==> config.mk <==
export PLATFORM = sky130hd
export DESIGN_NAME = ddr_wr_burst_ctrl
export DESIGN_NICKNAME = d
export VERILOG_FILES = /design/src/rtl/ddr_wr_burst_ctrl_pkg.sv /design/src/rtl/ddr_wr_sfifo.sv /design/src/rtl/ddr_wr_burst_ctrl.sv
export SDC_FILE = /design/constraint.sdc
export NUM_CORES = 2
export LEC_CHECK = 0
export BUFFER_PORTS_ARGS = -buffer_cell sky130_fd_sc_hd__clkbuf_2
export CAP_MARGIN = 20
export CORE_MARGIN = 10
export CORE_UTILIZATION = 25
export DETAILED_ROUTE_END_ITERATION = 16
export PLACE_DENSITY = 0.43
export SLEW_MARGIN = 5
export SYNTH_ARGS = -nofsm -noshare
export SYNTH_HDL_FRONTEND = slang
export SYNTH_HIERARCHICAL = 1
export SYNTH_SLANG_ARGS = --single-unit
==> constraint.sdc <==
create_clock -name clk -period 6.3 [get_ports clk]
set_input_delay 0.63 -clock clk [delete_from_list [all_inputs] [get_ports clk]]
set_output_delay 0.63 -clock clk [all_outputs]
set_load 0.1 [all_outputs]
==> src/rtl/ddr_wr_burst_ctrl_pkg.sv <==
// Shared types and helpers for the DDR write burst controller.
// Holds the burst FSM encoding, error bit positions and clog2.
package ddr_wr_burst_ctrl_pkg;

    typedef enum logic [1:0] {
        ST_IDLE,
        ST_START,
        ST_WAIT_BUSY,
        ST_RUN
    } wr_state_e;

    localparam int unsigned ERR_UNDERFLOW = 0;
    localparam int unsigned ERR_BEATS     = 1;

    function automatic int unsigned clog2(input int unsigned v);
        int unsigned r;
        r = 0;
        while ((64'd1 << r) < 64'(v)) begin
            r = r + 1;
        end
        return r;
    endfunction

endpackage

==> src/rtl/ddr_wr_sfifo.sv <==
// Single-clock show-ahead FIFO with occupancy output.
// Head word is visible on dout without a read latency.
module ddr_wr_sfifo
    import ddr_wr_burst_ctrl_pkg::*;
#(
    parameter int unsigned DATA_WIDTH = 32,
    parameter int unsigned DEPTH      = 64
) (
    input  logic                    clk,
    input  logic                    rst_n,
    input  logic                    push,
    input  logic [DATA_WIDTH-1:0]   din,
    input  logic                    pop,
    output logic [DATA_WIDTH-1:0]   dout,
    output logic                    full,
    output logic                    empty,
    output logic [clog2(DEPTH):0]   level
);

    localparam int unsigned AW = clog2(DEPTH);
    localparam logic [AW:0] FULL_LVL = (AW+1)'(DEPTH);

    logic [AW-1:0]         wr_ptr_q, wr_ptr_d;
    logic [AW-1:0]         rd_ptr_q, rd_ptr_d;
    logic [AW:0]           level_q, level_d;
    logic [DATA_WIDTH-1:0] mem_q [DEPTH];
    logic                  do_push;
    logic                  do_pop;

    assign full    = (level_q == FULL_LVL);
    assign empty   = (level_q == '0);
    assign do_push = push & ~full;
    assign do_pop  = pop & ~empty;
    assign dout    = mem_q[rd_ptr_q];
    assign level   = level_q;

    always_comb begin
        wr_ptr_d = wr_ptr_q;
        rd_ptr_d = rd_ptr_q;
        level_d  = level_q;
        if (do_push) wr_ptr_d = wr_ptr_q + 1'b1;
        if (do_pop)  rd_ptr_d = rd_ptr_q + 1'b1;
        unique case ({do_push, do_pop})
            2'b10:   level_d = level_q + 1'b1;
            2'b01:   level_d = level_q - 1'b1;
            default: level_d = level_q;
        endcase
    end

    always_ff @(posedge clk or negedge rst_n) begin
        if (!rst_n) begin
            wr_ptr_q <= '0;
            rd_ptr_q <= '0;
            level_q  <= '0;
        end else begin
            wr_ptr_q <= wr_ptr_d;
            rd_ptr_q <= rd_ptr_d;
            level_q  <= level_d;
        end
    end

    // Storage needs no reset; pointers define which entries are live.
    always_ff @(posedge clk) begin
        if (do_push) mem_q[wr_ptr_q] <= din;
    end

endmodule

==> src/rtl/ddr_wr_burst_ctrl.sv <==
// Buffers a data stream and issues bursts to the AXI write master,
// walking a wrapping frame region and rewinding on flush.
module ddr_wr_burst_ctrl
    import ddr_wr_burst_ctrl_pkg::*;
#(
    parameter int unsigned           ADDR_WIDTH   = 32,
    parameter int unsigned           DATA_WIDTH   = 32,
    parameter int unsigned           BURST_LEN    = 16,
    parameter int unsigned           FIFO_DEPTH   = 64,
    parameter logic [ADDR_WIDTH-1:0] BASE_ADDR    = 32'h0000_0000,
    parameter logic [ADDR_WIDTH-1:0] REGION_BYTES = 32'h0010_0000
) (
    input  logic                       clk,
    input  logic                       rst_n,
    input  logic                       din_valid,
    input  logic [DATA_WIDTH-1:0]      din_data,
    output logic                       din_ready,
    input  logic                       flush,
    output logic                       wr_start,
    output logic [ADDR_WIDTH-1:0]      wr_addr,
    output logic [7:0]                 wr_len,
    output logic [DATA_WIDTH-1:0]      wr_data,
    input  logic                       wr_req,
    input  logic                       wr_busy,
    output logic [clog2(FIFO_DEPTH):0] fifo_level,
    output logic                       frame_done,
    output logic [1:0]                 err
);

    localparam int unsigned LW = clog2(FIFO_DEPTH) + 1;
    localparam logic [LW-1:0] BURST_LVL = LW'(BURST_LEN);
    localparam logic [7:0] FULL_LEN = 8'(BURST_LEN);
    localparam logic [ADDR_WIDTH-1:0] BEAT_BYTES = ADDR_WIDTH'(DATA_WIDTH / 8);
    localparam logic [ADDR_WIDTH-1:0] REGION_END = BASE_ADDR + REGION_BYTES;

    wr_state_e             state_q, state_d;
    logic [ADDR_WIDTH-1:0] addr_q, addr_d;
    logic [7:0]            len_q, len_d;
    logic                  final_q, final_d;
    logic                  flush_pend_q, flush_pend_d;
    logic [8:0]            beat_q, beat_d;
    logic [1:0]            err_q, err_d;

    logic                  fifo_full;
    logic                  fifo_empty;
    logic [LW-1:0]         level;
    logic [ADDR_WIDTH-1:0] addr_sum;
    logic [ADDR_WIDTH-1:0] addr_next;
    logic [8:0]            beats_now;

    ddr_wr_sfifo #(
        .DATA_WIDTH (DATA_WIDTH),
        .DEPTH      (FIFO_DEPTH)
    ) u_fifo (
        .clk   (clk),
        .rst_n (rst_n),
        .push  (din_valid),
        .din   (din_data),
        .pop   (wr_req),
        .dout  (wr_data),
        .full  (fifo_full),
        .empty (fifo_empty),
        .level (level)
    );

    assign din_ready  = ~fifo_full;
    assign fifo_level = level;
    assign wr_addr    = addr_q;
    assign wr_len     = len_q;
    assign err        = err_q;

    assign addr_sum  = addr_q + ADDR_WIDTH'(len_q) * BEAT_BYTES;
    assign addr_next = (addr_sum >= REGION_END) ? BASE_ADDR : addr_sum;
    // Include a request landing in the same cycle busy drops.
    assign beats_now = beat_q + {8'd0, wr_req};

    always_comb begin
        state_d      = state_q;
        addr_d       = addr_q;
        len_d        = len_q;
        final_d      = final_q;
        flush_pend_d = flush_pend_q;
        beat_d       = beat_q;
        err_d        = err_q;
        wr_start     = 1'b0;
        frame_done   = 1'b0;

        if (wr_req && fifo_empty) err_d[ERR_UNDERFLOW] = 1'b1;

        unique case (state_q)
            ST_IDLE: begin
                if (level >= BURST_LVL) begin
                    len_d   = FULL_LEN;
                    final_d = 1'b0;
                    state_d = ST_START;
                end else if (flush_pend_q && level != '0) begin
                    len_d   = 8'(level);
                    final_d = 1'b1;
                    state_d = ST_START;
                end else if (flush_pend_q) begin
                    flush_pend_d = 1'b0;
                    addr_d       = BASE_ADDR;
                    frame_done   = 1'b1;
                end
            end
            ST_START: begin
                wr_start = 1'b1;
                beat_d   = '0;
                state_d  = ST_WAIT_BUSY;
            end
            ST_WAIT_BUSY: begin
                beat_d = beats_now;
                if (wr_busy) state_d = ST_RUN;
            end
            ST_RUN: begin
                beat_d = beats_now;
                if (!wr_busy) begin
                    if (beats_now != {1'b0, len_q}) err_d[ERR_BEATS] = 1'b1;
                    addr_d = addr_next;
                    if (final_q) begin
                        addr_d       = BASE_ADDR;
                        flush_pend_d = 1'b0;
                        frame_done   = 1'b1;
                    end
                    state_d = ST_IDLE;
                end
            end
            default: state_d = ST_IDLE;
        endcase

        // A new flush always wins over the clear from a finishing frame.
        if (flush) flush_pend_d = 1'b1;
    end

    always_ff @(posedge clk or negedge rst_n) begin
        if (!rst_n) begin
            state_q      <= ST_IDLE;
            addr_q       <= BASE_ADDR;
            len_q        <= '0;
            final_q      <= 1'b0;
            flush_pend_q <= 1'b0;
            beat_q       <= '0;
            err_q        <= '0;
        end else begin
            state_q      <= state_d;
            addr_q       <= addr_d;
            len_q        <= len_d;
            final_q      <= final_d;
            flush_pend_q <= flush_pend_d;
            beat_q       <= beat_d;
            err_q        <= err_d;
        end
    end

endmodule

==> results.ini <==
[yosys]
synthTopCellsByArea = edfxtp_1 74%, mux4_2 13%, mux2i_1 2.6%
avgSynthCellArea_um2 = 21.2
synth_simple_gate_area_share = 0.0212
synth_ff_type = edfxtp_1
synth_top_family_by_area = multiplexers
ys_warn_count = 6
yosysSeqAreaShare = 0.766
muxShareOfSynthArea = 0.156
synth-compound-area-share = 0.0331
synth-edff-count = 2048
postSynthCellCount = 3893
netlist_area_mm2 = 0.0826
synth_seq_cells = 2119
synth_top_cell_by_area = edfxtp_1
synthAdderAreaFrac = 0.00367
synth_cell_types = 69
synth_top_area_share = 0.745
synth-async-reset-ratio = 0.0335
synth-xor-area-share = 0.00361

[clocking]
max-clock-path-buffers = 3
clkTransAtPathRegs_ns = 0.06
numCtsBuffers = 225
cts_tree = yes
cts_resized = 0
cts_sinks = 2119
cts.htree.levels = 4
clk_latency_ns = 0.90
post_cts_buffers = 0
cts-root-buf = clkbuf_16
ctsHoldBuffers = 4

[critical_path]
crit_start = u_fifo/rd_ptr_q[0]$_DFFE_PN0P_
endpoint_kind = primary output
crit_buf_inv = 5
cp_slowest_stage_delay_ns = 0.81
cp.required_ns = 5.67
crit_family = buffers and inverters
reg2regPathDepth = 8
cpMaxStageDelayCell = dfrtp_4
arrival_ns = 4.95
reg2reg_to = u_fifo/mem_q[16][12]$_DFFE_PP_
cp_cell_sequence = buf_12 > buf_4 > mux4_2 > nand2_1 > a21oi_1 > a2111oi_0 > buf_1 > o31ai_1 > buf_4 > clkbuf_2
critical_path_class = reg -> out
cp-endpoint = wr_data[24]
crit_cells = 10
cp_common_cell = buf_4
r2r_slack_ns = 2.11
r2r-start = u_fifo/level[0]$_DFFE_PN0P_
startpoint_type = flop
cp_max_fo = 34

[layout]
final_util = 0.295
nNetsFinal = 4284
ff_latch_area_mm2 = 0.0633
fillCellCount = 31874
drive_gt1_frac = 0.265
fin_area_mm2 = 0.0969
multi_input_area_mm2 = 0.0185
layout.cells.non_filler = 8763
syn2layout_area_growth_pct = 17.3

[timing]
maxSlewViolCount = 0
finalHoldViolations = 0
setup_viol = 0
finalSetupTns_ns = 0
maxSlewHeadroom = 0.243
final.period_utilization = 0.885
fin_worst_skew_ns = 0.0897
max_freq_mhz = 179
grt_setup_unrepaired = false
period_needed_ns = 5.58
worst_pin_slew_ns = 1.14

[power_and_ir_drop]
p_leak_nw = 30.5
power.density_mw_per_mm2 = 456
vdd_drop_max_uv = 376

[grt]
grt_max_degree = 119
grt_pass1_vias = 42428
overflow = 0
grt_pass1_wl_um = 360000
antenna_found_initial = 21
grt.total_usage = 0.143

[route]
dr.pass1.iters = 5
drtIter0Drc = 4144
wire_per_inst_um = 29.7
routed_wl_um = 260000
viasPerCell = 4.71
vias = 41279
drc = 0
ant_nets = 0

[placement]
placed_cells = 8334
dp_hpwl_um = 151000
port_buffers = 118
place_area_mm2 = 0.0896
globalplace.congestion = 0.743

[floorplanning]
coreArea_mm2 = 0.328
start_util = 0.252
die_area_mm2 = 0.354
rows = 210
ioPinCount = 122
die_x_um = 595
die_h_um = 595

[outcome]
status = finished clean

[flow_run]
cap_violations = 0

[worst_hold_path]
hold_path_class = in -> async

==> state kept, by name, indices dropped and copies added (netlist names) <==
register / flops
u_fifo/wr_ptr_q: 6
flush_pend_q: 1
final_q: 1
wr_len: 7
err: 2
state_q: 2
u_fifo/level: 7
u_fifo/rd_ptr_q: 6
u_fifo/mem_q: 2048
beat_q: 9
wr_addr: 30
==> kinds of logic after synthesis <==
family / count (synthesis)
compound gates: 398
xor+xnor: 34
fa+ha+maj: 23
buf+inv: 240
flops: 2119
mux: 696
other cells: 1
simple gates: 382
==> cells in the final DEF, fill, tap and decap left out, drive strengths merged, types with 13 or more instances in the layout <==
cell type  instances
a221oi            14
edfxtp          2048
nand3             29
o221ai            48
o31ai             13
o22ai             28
a22oi             16
xnor2             18
mux2i            217
clkinv           111
nor2             125
ha                21
buf              192
a21oi             66
xor2              16
mux4             470
and2              21
a211oi            22
a2111oi           17
nor3              16
inv               29
o21ai             96
o211ai            14
dfrtp             71
clkbuf           402
bufinv            15
nand2            120
==> worst min-delay path by stage <==
| stage | start | to | slack (ns) | cells after the start |
|---|---|---|---|---|
| 3_3_place_gp | err[0]$_DFFE_PN0P_ | err[0]$_DFFE_PN0P_ | 0.44 | 1 |
| 4_1_cts | rst_n | wr_addr[28]$_DFFE_PN0P_ | 0.07 | 2 |
| 2_1_floorplan | rst_n | beat_q[0]$_DFFE_PN0N_ | 0.33 | 0 |
| 3_5_place_dp | err[0]$_DFFE_PN0P_ | err[0]$_DFFE_PN0P_ | 0.45 | 1 |
| 5_1_grt | rst_n | wr_addr[28]$_DFFE_PN0P_ | 0.12 | 2 |
| 6_report | rst_n | wr_addr[28]$_DFFE_PN0P_ | 0.15 | 2 |
==> layer usage <==
metal	up-vias	track usage	wire length (µm)	part of all wire
met3	297	0.0217	13500	0.052
met1	22800	0.193	113000	0.43
met2	1184	0.242	129000	0.49
met4	8	0.0330	5160	0.020
met5	-	0	56	0.00022
li1	16990	-	-	-
==> final cells by class <==
class / count / share of cell area
Tap cell: 4346 / 0.0561
Clock inverter: 132 / 0.0136
Antenna cell: 4 / 0.000103
Clock buffer: 285 / 0.0604
Sequential cell: 2119 / 0.653
Multi-Input combinational cell: 1536 / 0.191
Inverter: 27 / 0.00111
Timing Repair Buffer: 314 / 0.0246
==> cells in the mapped netlist (18+ instances only) <==
library cell	number
edfxtp_1	2048
mux4_2	470
mux2i_1	217
nor2_1	125
nand2_1	120
clkbuf_1	80
o21ai_0	72
dfrtp_1	71
a21oi_1	66
o221ai_1	48
buf_2	40
buf_6	36
buf_4	34
nand3_1	29
o22ai_1	28
inv_1	25
o21ai_1	24
buf_1	22
and2_1	21
ha_1	21
a211oi_1	19
xnor2_1	18
==> through the flow <==
| stage | setup WS, ns | hold WS [ns] | total power [mW] |
|---|---|---|---|
| after global routing | 0.579 | 0.119 | 46.0 |
| after floorplan | 1.78 | 0.334 | 26.7 |
| after detailed placement | 1.65 | 0.450 | 32.0 |
| after CTS | 0.674 | 0.0748 | 44.9 |
| after global placement | 1.20 | 0.443 | 31.9 |
| final | 0.722 | 0.151 | 44.2 |
==> power breakdown <==
group	switching (mW)	internal, mW	total (mW)	leakage (nW)
clock	5.67	7.22	12.9	3.45
sequential	0.538	16.0	16.6	19.4
combinational	9.88	4.89	14.8	7.70
Power figures use the tool's default switching activity.
